**config.mk**
```make
export PLATFORM = sky130hd
export DESIGN_NAME = alu_seq_control
export DESIGN_NICKNAME = d
export VERILOG_FILES = /design/src/rtl/alu_seq_control.sv
export SDC_FILE = /design/constraint.sdc
export NUM_CORES = 1
export LEC_CHECK = 0
export ABC_CLOCK_PERIOD_IN_PS = 11600
export BUFFER_PORTS_ARGS = -buffer_cell sky130_fd_sc_hd__buf_2
export CAP_MARGIN = 25
export CORE_MARGIN = 3
export CORE_UTILIZATION = 55
export CTS_BUF_LIST = sky130_fd_sc_hd__clkbuf_8
export CTS_CLUSTER_SIZE = 20
export DETAILED_ROUTE_END_ITERATION = 8
export PLACE_DENSITY = 0.74
export REMOVE_ABC_BUFFERS = 1
export SETUP_SLACK_MARGIN = 0.2
export SLEW_MARGIN = 40
export SYNTH_ARGS = -nofsm -noshare
export SYNTH_HDL_FRONTEND = slang
export SYNTH_SLANG_ARGS = --single-unit
```
**constraint.sdc**
```tcl
create_clock -name clk -period 11.6 [get_ports clk]
set_input_delay 0 -clock clk [delete_from_list [all_inputs] [get_ports clk]]
set_output_delay 0 -clock clk [all_outputs]
set_load 0.1 [all_outputs]
```
**src/rtl/alu_seq_control.sv**
```systemverilog
// -----------------------------------------------------------------------------
// alu_seq_control
//
// EX-stage ALU control decoder that also executes the decoded operation.
// ADD/SUB/AND/OR/XOR/SLT finish in one cycle. The unsigned MUL (shift-add)
// and DIVU (restoring division) take W iterations behind a valid/ready
// handshake. The hazard unit stalls ID/EX on `busy`.
//
// Parameters
//   W           operand/result width (>= 4)
//   ENABLE_MDU  1: MUL/DIVU implemented, 0: they decode as illegal
//
// Ports
//   clk        rising-edge clock
//   reset      asynchronous, active-high
//   in_valid   an op is presented on ALUOp/F/A/B
//   in_ready   block can accept (state is not BUSY)
//   ALUOp      main-decoder op class
//   F          funct field
//   A, B       operands (B already holds the immediate for LW/SW/ORI)
//   flush      abort the in-flight op; beats acceptance in the same cycle
//   Operation  op code of the last accepted op
//   out_valid  one-cycle result strobe
//   result     primary result (MUL low half / DIVU quotient)
//   hi         MUL high half / DIVU remainder, 0 for other ops
//   illegal    qualifies out_valid for an undecodable op
//   busy       a multi-cycle op is in flight
// -----------------------------------------------------------------------------
module alu_seq_control #(
  parameter int W          = 32,
  parameter int ENABLE_MDU = 1
) (
  input  logic         clk,
  input  logic         reset,
  input  logic         in_valid,
  output logic         in_ready,
  input  logic [1:0]   ALUOp,
  input  logic [5:0]   F,
  input  logic [W-1:0] A,
  input  logic [W-1:0] B,
  input  logic         flush,
  output logic [3:0]   Operation,
  output logic         out_valid,
  output logic [W-1:0] result,
  output logic [W-1:0] hi,
  output logic         illegal,
  output logic         busy
);

  localparam int CW = $clog2(W + 1);

  typedef enum logic [1:0] {
    IDLE = 2'd0,
    BUSY = 2'd1,
    DONE = 2'd2
  } state_e;

  typedef enum logic [3:0] {
    OP_XOR  = 4'b0000,
    OP_OR   = 4'b0001,
    OP_ADD  = 4'b0010,
    OP_AND  = 4'b0011,
    OP_SUB  = 4'b0110,
    OP_SLT  = 4'b0111,
    OP_MUL  = 4'b1000,
    OP_DIVU = 4'b1001,
    OP_ILL  = 4'b1111
  } op_e;

  state_e         state, state_nx;
  op_e            dec_op;
  logic           dec_multi;
  logic           accept;
  logic [W-1:0]   single_res;

  // Iterative datapath: opnd holds the multiplicand (MUL) or divisor (DIVU);
  // work_lo holds the multiplier / dividend being shifted out while the
  // quotient or low product shifts in; work_hi is the high product / partial
  // remainder.
  logic [CW-1:0]  cnt;
  logic [W-1:0]   opnd;
  logic [W-1:0]   work_hi;
  logic [W-1:0]   work_lo;
  logic [W-1:0]   iter_hi;
  logic [W-1:0]   iter_lo;

  logic [W:0]     mul_sum;
  logic [W:0]     div_shifted;
  logic           div_ge;
  logic [W-1:0]   div_diff;

  // Handshake/status come from the state alone so in_ready never depends on
  // in_valid.
  assign in_ready  = (state != BUSY);
  assign busy      = (state == BUSY);
  assign out_valid = (state == DONE);

  // flush beats acceptance.
  assign accept = in_valid && in_ready && !flush;

  // ---------------------------------------------------------------------------
  // Decode
  // ---------------------------------------------------------------------------
  always_comb begin
    // NOTE: every combinational output gets a default first so no path
    // through the case statements can leave it unassigned and infer a latch.
    dec_op = OP_ILL;
    unique case (ALUOp)
      2'b00: dec_op = OP_ADD;
      2'b01: dec_op = OP_SUB;
      2'b11: dec_op = OP_OR;
      2'b10: begin
        case (F)
          6'b000010: dec_op = OP_ADD;
          6'b000000: dec_op = OP_XOR;
          6'b000100: dec_op = OP_AND;
          6'b000101: dec_op = OP_OR;
          6'b000110: dec_op = OP_SUB;
          6'b000111: dec_op = OP_SLT;
          6'b011000: dec_op = (ENABLE_MDU != 0) ? OP_MUL  : OP_ILL;
          6'b011010: dec_op = (ENABLE_MDU != 0) ? OP_DIVU : OP_ILL;
          default:   dec_op = OP_ILL;
        endcase
      end
      default: dec_op = OP_ILL;
    endcase
  end

  assign dec_multi = (dec_op == OP_MUL) || (dec_op == OP_DIVU);

  // ---------------------------------------------------------------------------
  // Single-cycle execution
  // ---------------------------------------------------------------------------
  always_comb begin
    single_res = '0;
    case (dec_op)
      OP_ADD: single_res = A + B;
      OP_SUB: single_res = A - B;
      OP_AND: single_res = A & B;
      OP_OR:  single_res = A | B;
      OP_XOR: single_res = A ^ B;
      OP_SLT: single_res = {{(W-1){1'b0}}, ($signed(A) < $signed(B))};
      default: single_res = '0;
    endcase
  end

  // ---------------------------------------------------------------------------
  // One MUL / DIVU iteration
  // ---------------------------------------------------------------------------
  // Shift-add: add the multiplicand when the current multiplier bit is set,
  // then shift the (W+1)-bit sum right into the product pair.
  assign mul_sum = {1'b0, work_hi} + (work_lo[0] ? {1'b0, opnd} : {(W+1){1'b0}});

  // Restoring division: bring the next dividend bit into the partial
  // remainder and subtract the divisor if it fits. A zero divisor always
  // "fits", yielding an all-ones quotient with remainder = dividend.
  assign div_shifted = {work_hi, work_lo[W-1]};
  assign div_ge      = (div_shifted >= {1'b0, opnd});
  // The true difference is below the divisor whenever it is taken, so W bits
  // are enough.
  assign div_diff    = div_shifted[W-1:0] - opnd;

  always_comb begin
    iter_hi = work_hi;
    iter_lo = work_lo;
    if (Operation == OP_DIVU) begin
      iter_hi = div_ge ? div_diff : div_shifted[W-1:0];
      iter_lo = {work_lo[W-2:0], div_ge};
    end else begin
      iter_hi = mul_sum[W:1];
      iter_lo = {mul_sum[0], work_lo[W-1:1]};
    end
  end

  // ---------------------------------------------------------------------------
  // Control FSM
  // ---------------------------------------------------------------------------
  always_ff @(posedge clk or posedge reset) begin
    // NOTE: sequential state is written with non-blocking assignments so all
    // registers sample their inputs from before the edge, independent of
    // statement order.
    if (reset) state <= IDLE;
    else       state <= state_nx;
  end

  always_comb begin
    state_nx = state;
    case (state)
      IDLE, DONE: begin
        if (accept)              state_nx = dec_multi ? BUSY : DONE;
        else                     state_nx = IDLE;
      end
      BUSY: begin
        if (cnt == CW'(1))       state_nx = DONE;
      end
      default:                   state_nx = IDLE;
    endcase
    // An aborted op never reaches DONE, so it never strobes out_valid.
    if (flush) state_nx = IDLE;
  end

  // ---------------------------------------------------------------------------
  // Datapath registers
  // ---------------------------------------------------------------------------
  always_ff @(posedge clk or posedge reset) begin
    if (reset) begin
      Operation <= '0;
      result    <= '0;
      hi        <= '0;
      illegal   <= 1'b0;
      cnt       <= '0;
      opnd      <= '0;
      work_hi   <= '0;
      work_lo   <= '0;
    end else if (flush) begin
      // Operation is deliberately kept so the pipeline can see what was aborted.
      result    <= '0;
      hi        <= '0;
      illegal   <= 1'b0;
      cnt       <= '0;
    end else if (accept) begin
      Operation <= dec_op;
      if (dec_multi) begin
        cnt     <= CW'(W);
        work_hi <= '0;
        if (dec_op == OP_MUL) begin
          opnd    <= A;
          work_lo <= B;
        end else begin
          opnd    <= B;
          work_lo <= A;
        end
      end else begin
        result  <= single_res;
        hi      <= '0;
        illegal <= (dec_op == OP_ILL);
      end
    end else if (state == BUSY) begin
      cnt     <= cnt - CW'(1);
      work_hi <= iter_hi;
      work_lo <= iter_lo;
      if (cnt == CW'(1)) begin
        result  <= iter_lo;
        hi      <= iter_hi;
        illegal <= 1'b0;
      end
    end
  end

endmodule

```
==> results.cfg <==
[die]
die-width_um = 182
die-area_um2 = 33100
rows = 63
start_util_pct = 56.6
die_h_um = 182
ios = 148
core_area_um2 = 30100

[timing]
setup_violations = 0
rsz0062_at_grt = no
drv_slew = 0
worst_slew_pin_slew_ns = 0.870
finalHoldViolations = 0
min_period_ns = 4.36
slew_headroom_pct = 42.0
fmax_mhz = 229
final.period_utilization_pct = 37.6
setup_ws_ns = 7.24
tns_ns = 0
finalClockSkew_ns = 0.0173

[cts]
numClockSinks = 173
cts_inserted_buffers = 17
path_clk_slew_ns = 0.11
cts_max_path_buffers = 2
holdBufCountCts = 80
cts_setup_buffers = 0
ctsRootBufferMaster = clkbuf_8
cts_tree = done
htreeDepth = 4
clk_latency_ns = 0.51
post_cts_resized = 0

[global_route]
grt_max_degree = 125
first_global_vias = 17342
overflow = 0
antenna_found_initial = 0
grtUsageTotal_pct = 37.3
grt_pass1_wl_um = 97900

[worst_setup_path]
crit_path_max_incr_delay_ns = 0.74
cp-end-kind = register
regToRegSetupSlack_ns = 7.24
crit_chain = and2_1, ha_1, a21o_1, nor3_1, a211oi_1, o21ai_0, o21ai_0, a2111oi_2, xnor2_1, nor2_1, or4_1, a21oi_1
cp_num_buf_inv = 0
r2r-start = work_lo[0]
rr_worst_depth = 12
crit_slowest_cell = dfrtp_2
crit_required_ns = 12.04
r2r-end = hi[25]
critPathKind = register to register
critical_path_depth = 12
start_kind = register
cp.arrival_ns = 4.80
path_max_fanout = 34
crit_family = compound AO/OA/AOI/OAI gates
path_common_cell = o21ai_0

[power]
power_density_nw_per_um2 = 99.1
p_leak_nw = 9.18
vdd_drop_max_uv = 80.0

[min_path]
min_path_cells = 5
min_to = work_lo[29]
min_from = A[29]
min_path_type = input pin to register

[routing]
ant_nets = 0
post_drt_wl_per_cell_um = 22.3
drc_errors = 0
drt_pass1_iterations = 6
num_vias = 18335
viasPerCell = 6.50
wirelength_um = 62900
dr.first_iter.drc_count = 1797

[synthesis]
synth_flop_cell = dfrtp_1
yosys_warnings = 0
synth_cells = 2277
synth-edff-count = 0
seq_area_frac_synth_pct = 25.4
async_reset_ff_share_pct = 100
ys_ff_latch = 173
netlist_area_um2 = 17000
yosysUniqueCellTypes = 77
syn_area_per_cell_um2 = 7.49

[place]
gp_congestion = 1.05
hpwl_um = 44700
dp_slack_ns = 7.35
placed_cell_area_um2 = 18100
io_buffer_count = 147

[flow_run]
cap_violations = 0

[cells_and_area]
post-route-cell-area_um2 = 19200
synthToLayoutAreaGrowth_pct = 12.8
final_core_util_pct = 63.9
nets = 2666
drive_gt1_share_pct = 10.1

[run_status]
status = finished, final reports clean
-- kinds of logic (layout without fill, tap and decap cells) --
family / Yosys count / after routing / share of synthesized area [%]
multiplexers: 38 / 38 / 2.24
buffers and inverters: 284 / 437 / 6.31
AND/OR/NAND/NOR: 759 / 759 / 20.0
AO/OA/AOI/OAI: 787 / 787 / 29.9
flip-flops: 173 / 173 / 25.4
adder cells (fa/ha/maj): 173 / 173 / 12.9
XOR/XNOR: 63 / 63 / 3.24
other: 0 / 2 / 0
-- Yosys cell counts (22+ instances only) --
cell type / number / share of area [%]
nand2_1: 279 / 6.1
nor2_1: 222 / 4.9
o21ai_0: 196 / 5.8
a21oi_1: 189 / 5.5
dfrtp_1: 173 / 25
ha_1: 169 / 12
inv_1: 148 / 3.3
clkbuf_1: 120 / 2.6
a31oi_1: 58 / 2.1
nor3_1: 52 / 1.5
nand3_1: 44 / 1.3
a22o_1: 42 / 2.2
and2_1: 41 / 1.5
a21o_1: 40 / 1.8
mux2i_1: 37 / 2.2
xnor2_1: 36 / 1.8
a211oi_1: 34 / 1.5
o211ai_1: 27 / 1.2
xor2_1: 27 / 1.4
o31ai_1: 25 / 1.1
o21bai_1: 22 / 0.97
-- report_power, final --
group          internal [mW]  leakage, nW  switching [mW]
Sequential             0.649         2.35          0.0674
Combinational          0.273         6.65           0.504
Clock                  0.152        0.186           0.261
Total                   1.07         9.18           0.833
-- per-layer routing --
layer | global-route usage (%) | vias up | share of wire (%)
li1 | - | 8438 | -
met1 | 51.8 | 8764 | 43
met2 | 58.6 | 985 | 44
met3 | 6.68 | 148 | 9.4
met4 | 12.9 | 0 | 3.4
met5 | 0 | - | 0
-- worst reg2reg max path: stages (launching register included) --
cell and delay (ns):
dfrtp_2 0.74, and2_1 0.22, ha_1 0.28, a21o_1 0.22, nor3_1 0.31, a211oi_1 0.15, o21ai_0 0.55, o21ai_0 0.38
a2111oi_2 0.60, xnor2_1 0.19, nor2_1 0.07, or4_1 0.42, a21oi_1 0.16
-- layout make-up --
class	instances	area [µm²]
antenna	2	5.00
clock buffer	17	234
clock inverter	15	115
fill	2714	10900
inverter	148	568
multi-input combinational	1820	11700
sequential	173	4330
tap	390	488
timing repair buffer	257	1760
-- flip-flops by register name, summed over array words and instances, names as in the netlist --
signal,cells
opnd,32
hi,32
state,2
illegal,1
work_lo,32
work_hi,32
Operation,4
cnt,6
result,32
-- per-stage QoR --
step / hold WS, ns / instances / power [mW]
floorplan: 0.0631 / 2141 / 1.21
global placement: 0.268 / 2708 / 1.42
detailed placement: 0.190 / 2708 / 1.43
CTS: 0.00117 / 2820 / 1.89
global route: 0.0357 / 2820 / 2.01
finish: 0.0230 / 2822 / 1.91
-- how the worst max path moves through the flow --
stage	slack (ns)	endpoint	start
2_1_floorplan	2.93	result[27]	Operation[3]
3_3_place_gp	7.13	hi[25]	work_lo[0]
3_5_place_dp	7.35	hi[25]	work_lo[0]
4_1_cts	7.30	hi[25]	work_lo[0]
5_1_grt	6.86	hi[25]	work_lo[0]
6_report	7.24	hi[25]	work_lo[0]
-- cells in the final DEF, fill, tap and decap left out, drive strengths merged, types with 53 or more instances in the layout --
cell type and instances:
dlygate4sd3 80, buf 177, a31oi 59, a21oi 189, nor3 53, o21ai 205
ha 169, nor2 222, nand2 279, dfrtp 173, inv 155
(Power assumes the default switching activity.)
